[config.mk]
export PLATFORM = sky130hd
export DESIGN_NAME = if_stage
export DESIGN_NICKNAME = d
export VERILOG_FILES = /design/src/rtl/if_stage.sv
export SDC_FILE = /design/constraint.sdc
export NUM_CORES = 1
export LEC_CHECK = 0
export ABC_AREA = 1
export BUFFER_PORTS_ARGS = -buffer_cell sky130_fd_sc_hd__buf_2
export CORE_MARGIN = 3
export CORE_UTILIZATION = 39
export CTS_CLUSTER_SIZE = 20
export DETAILED_ROUTE_END_ITERATION = 8
export PLACE_DENSITY = 0.59
export SYNTH_ARGS = -nofsm -noshare
export SYNTH_HDL_FRONTEND = slang
export SYNTH_SLANG_ARGS = --single-unit
[constraint.sdc]
create_clock -name clk -period 3.58 [get_ports clk]
set_input_delay 0.537 -clock clk [delete_from_list [all_inputs] [get_ports clk]]
set_output_delay 0.537 -clock clk [all_outputs]
set_load 0.005 [all_outputs]
[src/rtl/if_stage.sv]
// rtl/if_stage.sv - instruction fetch stage: PC register, imem handshake, next-PC select
//
// Purpose: fetches one instruction at a time from instruction memory, holds it
// for decode until acknowledged, then computes the next PC from the jump/branch
// feedback sampled on that acknowledge.
//
// Ports:
//   clk, rst_n              clock, asynchronous active-low reset
//   imem_req / imem_addr    read request and byte address (address == pc)
//   imem_ready / imem_rdata read data valid strobe and instruction word
//   inst_valid / inst_ack   instruction presented to decode / consumed by decode
//   instr, op, pc           held instruction, its opcode field, its address
//   Jump, Branch, Zero      control feedback for the acked instruction
//   br_offset, j_index      branch immediate (sign-extended) and jump index
//   retired                 number of acked instructions (wraps)
//   err                     sticky instruction-memory timeout flag
module if_stage #(
   parameter logic [31:0] RESET_PC     = 32'h0000_0000,
   parameter int          IMEM_TIMEOUT = 16
) (
   input  logic        clk,
   input  logic        rst_n,
   output logic        imem_req,
   output logic [31:0] imem_addr,
   input  logic        imem_ready,
   input  logic [31:0] imem_rdata,
   output logic        inst_valid,
   input  logic        inst_ack,
   output logic [31:0] instr,
   output logic [5:0]  op,
   output logic [31:0] pc,
   input  logic        Jump,
   input  logic        Branch,
   input  logic        Zero,
   input  logic [31:0] br_offset,
   input  logic [25:0] j_index,
   output logic [31:0] retired,
   output logic        err
);

   localparam int CW = $clog2(IMEM_TIMEOUT + 1);

   typedef enum logic [1:0] {
      IDLE,
      REQ,
      HOLD
   } fetchState_t;

   fetchState_t state;
   fetchState_t nextState;

   logic [31:0]   pcReg;
   logic [31:0]   instrReg;
   logic [31:0]   retiredReg;
   logic          errReg;
   logic [CW-1:0] waitCnt;

   logic [31:0]   pc4;
   logic [31:0]   nextPc;
   logic          fetchDone;
   logic          ackTaken;

   // Handshakes only count in their own state; stray strobes elsewhere are ignored.
   assign fetchDone = (state == REQ)  && imem_ready;
   assign ackTaken  = (state == HOLD) && inst_ack;

   // Next-PC select: jump beats branch; all arithmetic wraps modulo 2^32.
   always_comb begin
      pc4    = pcReg + 32'd4;
      nextPc = pc4;
      if (Jump) begin
         nextPc = {pc4[31:28], j_index, 2'b00};
      end else if (Branch && Zero) begin
         nextPc = pc4 + {br_offset[29:0], 2'b00};
      end
   end

   always_comb begin
      nextState = state;
      case (state)
         IDLE:    nextState = REQ;
         REQ:     if (imem_ready) nextState = HOLD;
         HOLD:    if (inst_ack)   nextState = REQ;
         default: nextState = IDLE;
      endcase
   end

   always_ff @(posedge clk or negedge rst_n) begin
      if (!rst_n) begin
         state <= IDLE;
      end else begin
         state <= nextState;
      end
   end

   always_ff @(posedge clk or negedge rst_n) begin
      if (!rst_n) begin
         pcReg      <= RESET_PC;
         instrReg   <= 32'd0;
         retiredReg <= 32'd0;
         errReg     <= 1'b0;
         waitCnt    <= '0;
      end else begin
         if (fetchDone) begin
            instrReg <= imem_rdata;
         end
         if (ackTaken) begin
            pcReg      <= nextPc;
            retiredReg <= retiredReg + 32'd1;
         end
         // Wait counter saturates at the limit so err stays meaningful for
         // arbitrarily long stalls; err itself is only cleared by reset.
         if ((state == REQ) && !imem_ready) begin
            if (waitCnt != CW'(IMEM_TIMEOUT)) begin
               waitCnt <= waitCnt + CW'(1);
            end
            if (waitCnt >= CW'(IMEM_TIMEOUT - 1)) begin
               errReg <= 1'b1;
            end
         end else begin
            waitCnt <= '0;
         end
      end
   end

   assign imem_req   = (state == REQ);
   assign inst_valid = (state == HOLD);
   assign imem_addr  = pcReg;
   assign pc         = pcReg;
   assign instr      = instrReg;
   assign op         = instrReg[31:26];
   assign retired    = retiredReg;
   assign err        = errReg;

endmodule
# --- Word-level counts from Yosys, hierarchy flattened ---
# Cells that the tools add are included.
word_totals:
  ff_bits: 104
  input_bits: 97
  out_inout_bits: 137
  wordCells: 32
op_classes:
  n_addsub: 4
  magnitude_cmp: 1
  n_eq_ne: 6
  mux: 7
  reduce_logical: 8
op_table:
  columns: ["op", "n"]
  rows:
  - ["32-bit two-way mux", 2]
  - ["32-bit by 1-bit adder with 32-bit output (second input constant)", 1]
  - ["32-bit by 3-bit adder with 32-bit output (second input constant)", 1]
  - ["32-bit adder", 1]
  - ["5-bit two-way mux", 2]
  - ["2-bit by 1-bit inequality test with 1-bit output (second input constant)", 3]
  - ["2-bit case mux with 3 select lines", 1]
  - ["5-bit by 1-bit adder with 5-bit output (second input constant)", 1]
  - ["5-bit by 4-bit >= comparator with 1-bit output (second input constant)", 1]
  - ["5-bit inequality test (second input constant)", 1]
  - ["1-bit logical AND", 4]
  - ["2-bit two-way mux", 2]
  - ["2-bit AND reduction", 2]
  - ["2-bit by 1-bit == test with 1-bit output (second input constant)", 1]
  - ["2-bit == test (second input constant)", 1]
  - ["2-bit logical NOT", 1]
  - ["1-bit logical NOT", 1]

# --- Depth between registers and ports, before layout ---
depth:
  word_depth: 4
  mapped_depth: 27
  depth_no_buf: 27

# --- Worst setup path before layout ---
# OpenSTA, ideal clock, no wires.
synth_timing:
  path_kind: "register to register"
  startpoint: "register pcReg[3], in the netlist imem_addr[3]"
  endpoint: "register pcReg[27], in the netlist imem_addr[27]"
  setup_ps: 116
  arrival_ps: 2558
  required_ps: 3464
  slack_ps: 906
  stages_incl_launch_ff: 22
  path_buffers: 0
  synth_period_minus_slack_ps: 2674
  path_cell_list: "dfrtp_1 ha_1 nand2_1 nor2_1 inv_1 nor2_1 inv_1 xor2_1 inv_1 ha_1 nand2_1 inv_1 nand2_1 nand2_1 a21oi_1 nor2_1 nor2_1 nand3_1 nand3_1 nand2_1 nand2_1 nand2_1"
synth_between:
  elab_chain_cells: 4
synth_rtl:
  columns: ["item", "line_no", "rtl"]
  rows:
  - ["start, declared", "52", "logic [31:0] pcReg;"]
  - ["start signal, assigned", "108", "pcReg <= nextPc;"]
  - ["32-bit by 3-bit adder with 32-bit output *", "69", "pc4 = pcReg + 32'd4;"]
  - ["32-bit adder", "74", "nextPc = pc4 + {br_offset[29:0], 2'b00};"]
  - ["32-bit two-way mux *", "73", "end else if (Branch && Zero) begin"]
  - ["32-bit two-way mux *", "71", "if (Jump) begin"]
# Every way passes the cells marked *; elsewhere a longest branch is shown, timed or not.
# A chain may end at the register's enable or synchronous reset.

# --- Final worst setup path ---
layout_timing:
  startpoint: "register pcReg[2], in the netlist imem_addr[2]"
  endpoint: "register pcReg[27], in the netlist imem_addr[27]"
# Same word-level chain as after synthesis.

==> out/results.txt <==
Flop pwr share: 0.298
Final #Nets: 1531
Core Box Area: 20600 um2
post-synth cell types: 44
RSZ-0062 raised after global routing: no
Worst Path Required: 3.81 ns
Max Cap Violations: 0
Syn. warnings: 0
final core occ: 0.476
clock-pin slew on the worst setup and hold paths: 0.07 ns
Switching Fraction: 0.465
Internal: 3.52 mW
Avg Synthesized Cell Area: 6.93 um2
most frequent CP cell: nand2_1
Seq/Total Area, Yosys: 0.307
worst skew pair latency: 0.34 ns
setup total negative slack: 0 ns
CP startpoint: imem_addr[2]
Post-DP HPWL: 20500 um
Port Buffers: 227
Mapped Area: 8310 um2
Power Dens Cells: 671 nW/um2
Buf/Inv on CP: 1
Die Span Y: 152 um
Fin. Hold Viols: 0
Worst EP arrival: 3.52 ns
CP Launch Type: flip-flop
die area: 23100 um2
CTS Root Cell: clkbuf_16
largest net degree at the start of global routing: 82
P&R area growth vs syn: 17.8%
cells along the critical path: ha_1, nand2_1, nor2_2, nand2_1, nor2_1, xnor2_1, inv_1, ha_1, a21oi_1, nand2_1, a21oi_1, nor2_1, nor2_1, nand3_1, nand3_1, nand2_1, nand2_1, nand2_1
Post-Syn Instances: 1200
Yosys top cell area share: 0.307
I/O pin count: 234
CTS Buf Count: 9
top cell type by total area after synthesis: dfrtp_1
H-tree depth: 3
reg2reg start: imem_addr[2]
initial antenna violation count: 1
FF-to-FF End: imem_addr[27]
Fmax: 304 MHz
vias per cell: 4.89
Clock Sinks: 102
max incr delay on CP: 0.46 ns
critical path capture point type: flip-flop
vias in the first global route: 7689
share of cells above drive strength 1: 0.235
reg2reg setup slack: 0.29 ns
Pre-antenna DRT Iters: 7
top cells by area, synth: dfrtp_1, nand2_1, inv_1
LEAKAGE: 5.52 nW
CP Max Fanout: 6
Worst path top cell family by delay: simple AND/OR/NAND/NOR gates
Comb pwr share: 0.560
Routed Antenna Nets: 0
shortest period the worst path allows: 3.29 ns
total wire length: 25300 um
final total power: 6.57 mW
cell row count: 52
actual slew at the worst max-slew pin: 1.07 ns
fin crit share: 0.918
CTS max path bufs: 2
Die Wd: 152 um
VDD IR max: 0.319 mV
Initial Util: 0.404
Initial DRC Count: 428
Slew Viols, Final: 0
CP Class: flip-flop to flip-flop
# DRC: 0
RePlAce Congestion: 0.944
Setup Viol. Count Final: 0
Max-slew headroom: 0.288
WL/cell: 15.2 um
Layout Cells excl Fill: 1668
CTS tree: done
worst hold path type: primary input to async pin
clock power share: 0.142
GRT Overall Usage: 0.216
grt ovf: 0
Vias: 8160
switching pwr: 3.06 mW
status: finished, final reports clean
Reg2Reg Depth: 18
placed insts: 1651
clock skew: 0.00588 ns
cts hold-fix bufs: 0
first-pass GRT wire length: 40800 um
register bit total from synthesis: 102
Crit-path slowest cell: dfrtp_1
worst max path at each step:
stage / endpoint / cells past startpoint / slack [ns]
floorplan: imem_addr[27] / 21 / 0.91
global placement: imem_addr[27] / 18 / 0.30
detailed placement: imem_addr[27] / 18 / 0.29
CTS: imem_addr[27] / 18 / 0.26
global route: imem_addr[27] / 21 / 0.005
finish: imem_addr[27] / 18 / 0.29
timing repair:
action / 4_1_cts / 5_1_grt
buffers inserted: 0 / 0
resized for setup: 0 / 3
setup endpoints to repair: 0 / 7
flip-flops by register name (all words and copies together), names as in the netlist:
name	count
instr	32
state	2
waitCnt	5
retired	32
err	1
imem_addr	30
layout by cell type, fill, tap and decap left out, types with 5 or more instances in the layout:
cell type | Yosys | routed
o22ai_1 | 5 | 5
nor3_1 | 20 | 19
ha_1 | 41 | 41
and2_1 | 6 | 6
nand3_1 | 73 | 73
xor2_1 | 36 | 36
nand3b_1 | 5 | 5
nand4_1 | 21 | 21
o21ai_0 | 34 | 34
nor2_1 | 122 | 120
nand2_2 | 7 | 7
o21bai_1 | 9 | 9
buf_2 | 3 | 226
dfrtp_1 | 102 | 102
mux2_2 | 32 | 32
xnor2_1 | 14 | 14
nand2_1 | 381 | 381
buf_4 | 40 | 12
a21oi_1 | 32 | 32
nor2_4 | 5 | 5
nor2_2 | 3 | 5
inv_1 | 148 | 148
or2_2 | 10 | 10
clkbuf_16 | 0 | 9
cell usage after synthesis, drive strengths merged:
master and n:
conb 1, a21o 3, fa 1, dfrtp 102
nor2 131, nand4 23, o21bai 9, nand3 75
buf 46, xor2 36, or2 10, a21oi 32
a31oi 1, o21ai 38, inv 151, nand2 388
nand3b 6, mux2 32, clkinv 1, nor3b 4
nor3 24, o22ai 5, a21boi 1, nor4 5
ha 41, and2 6, clkbuf 14, xnor2 14
final cells by class:
| cell class | instances | area [um2] |
|---|---|---|
| clock inverters | 6 | 45.0 |
| repair buffers | 238 | 1220 |
| well taps | 270 | 338 |
| multi-input cells | 889 | 4830 |
| clock buffers | 10 | 229 |
| diodes | 1 | 2.50 |
| fillers | 2195 | 10800 |
| inverters | 152 | 571 |
| flip-flops and latches | 102 | 2550 |
power groups by stage:
stage / clock network [mW] / registers [mW] / logic (mW)
after global routing: 1.01 / 2.03 / 4.20
final: 0.934 / 1.96 / 3.68
after detailed placement: 0 / 1.98 / 3.68
after CTS: 0.973 / 1.96 / 3.70
after global placement: 0 / 1.96 / 3.66
after floorplan: 0 / 1.91 / 2.58
worst reg2reg max path, stage by stage, from the launching register on:
cell and delay [ns]:
dfrtp_1 0.46, ha_1 0.22, nand2_1 0.07, nor2_2 0.22
nand2_1 0.14, nor2_1 0.18, xnor2_1 0.19, inv_1 0.08
ha_1 0.36, a21oi_1 0.28, nand2_1 0.11, a21oi_1 0.21
nor2_1 0.07, nor2_1 0.22, nand3_1 0.12, nand3_1 0.12
nand2_1 0.06, nand2_1 0.05, nand2_1 0.04
cells by family (layout without fill, tap and decap cells):
family / count (synthesis) / count (layout) / share of synthesized area
xor+xnor: 50 / 50 / 0.0527
fa+ha+maj: 42 / 42 / 0.0641
mux: 32 / 32 / 0.0433
simple gates: 672 / 672 / 0.360
other cells: 1 / 5 / 0.000451
flops: 102 / 102 / 0.307
compound gates: 89 / 89 / 0.0584
buf+inv: 212 / 406 / 0.114
metrics by stage:
| stage | worst slack, ns | instance area, um2 | hold slack, ns |
|---|---|---|---|
| 5_1_grt | 0.00498 | 9790 | 0.416 |
| 6_report | 0.293 | 9790 | 0.383 |
| 3_3_place_gp | 0.299 | 9500 | 0.457 |
| 4_1_cts | 0.264 | 9780 | 0.414 |
| 3_5_place_dp | 0.288 | 9500 | 0.461 |
| 2_1_floorplan | 0.906 | 8320 | 0.241 |
layer usage:
| layer | up-vias | share of wire | GRT usage |
|---|---|---|---|
| met2 | 270 | 0.46 | 0.359 |
| met4 | 0 | 0.015 | 0.0432 |
| met3 | 24 | 0.059 | 0.0356 |
| met1 | 3711 | 0.46 | 0.300 |
| met5 | - | 0 | 0 |
| li1 | 4155 | - | - |
Power figures use the tool's default switching activity.
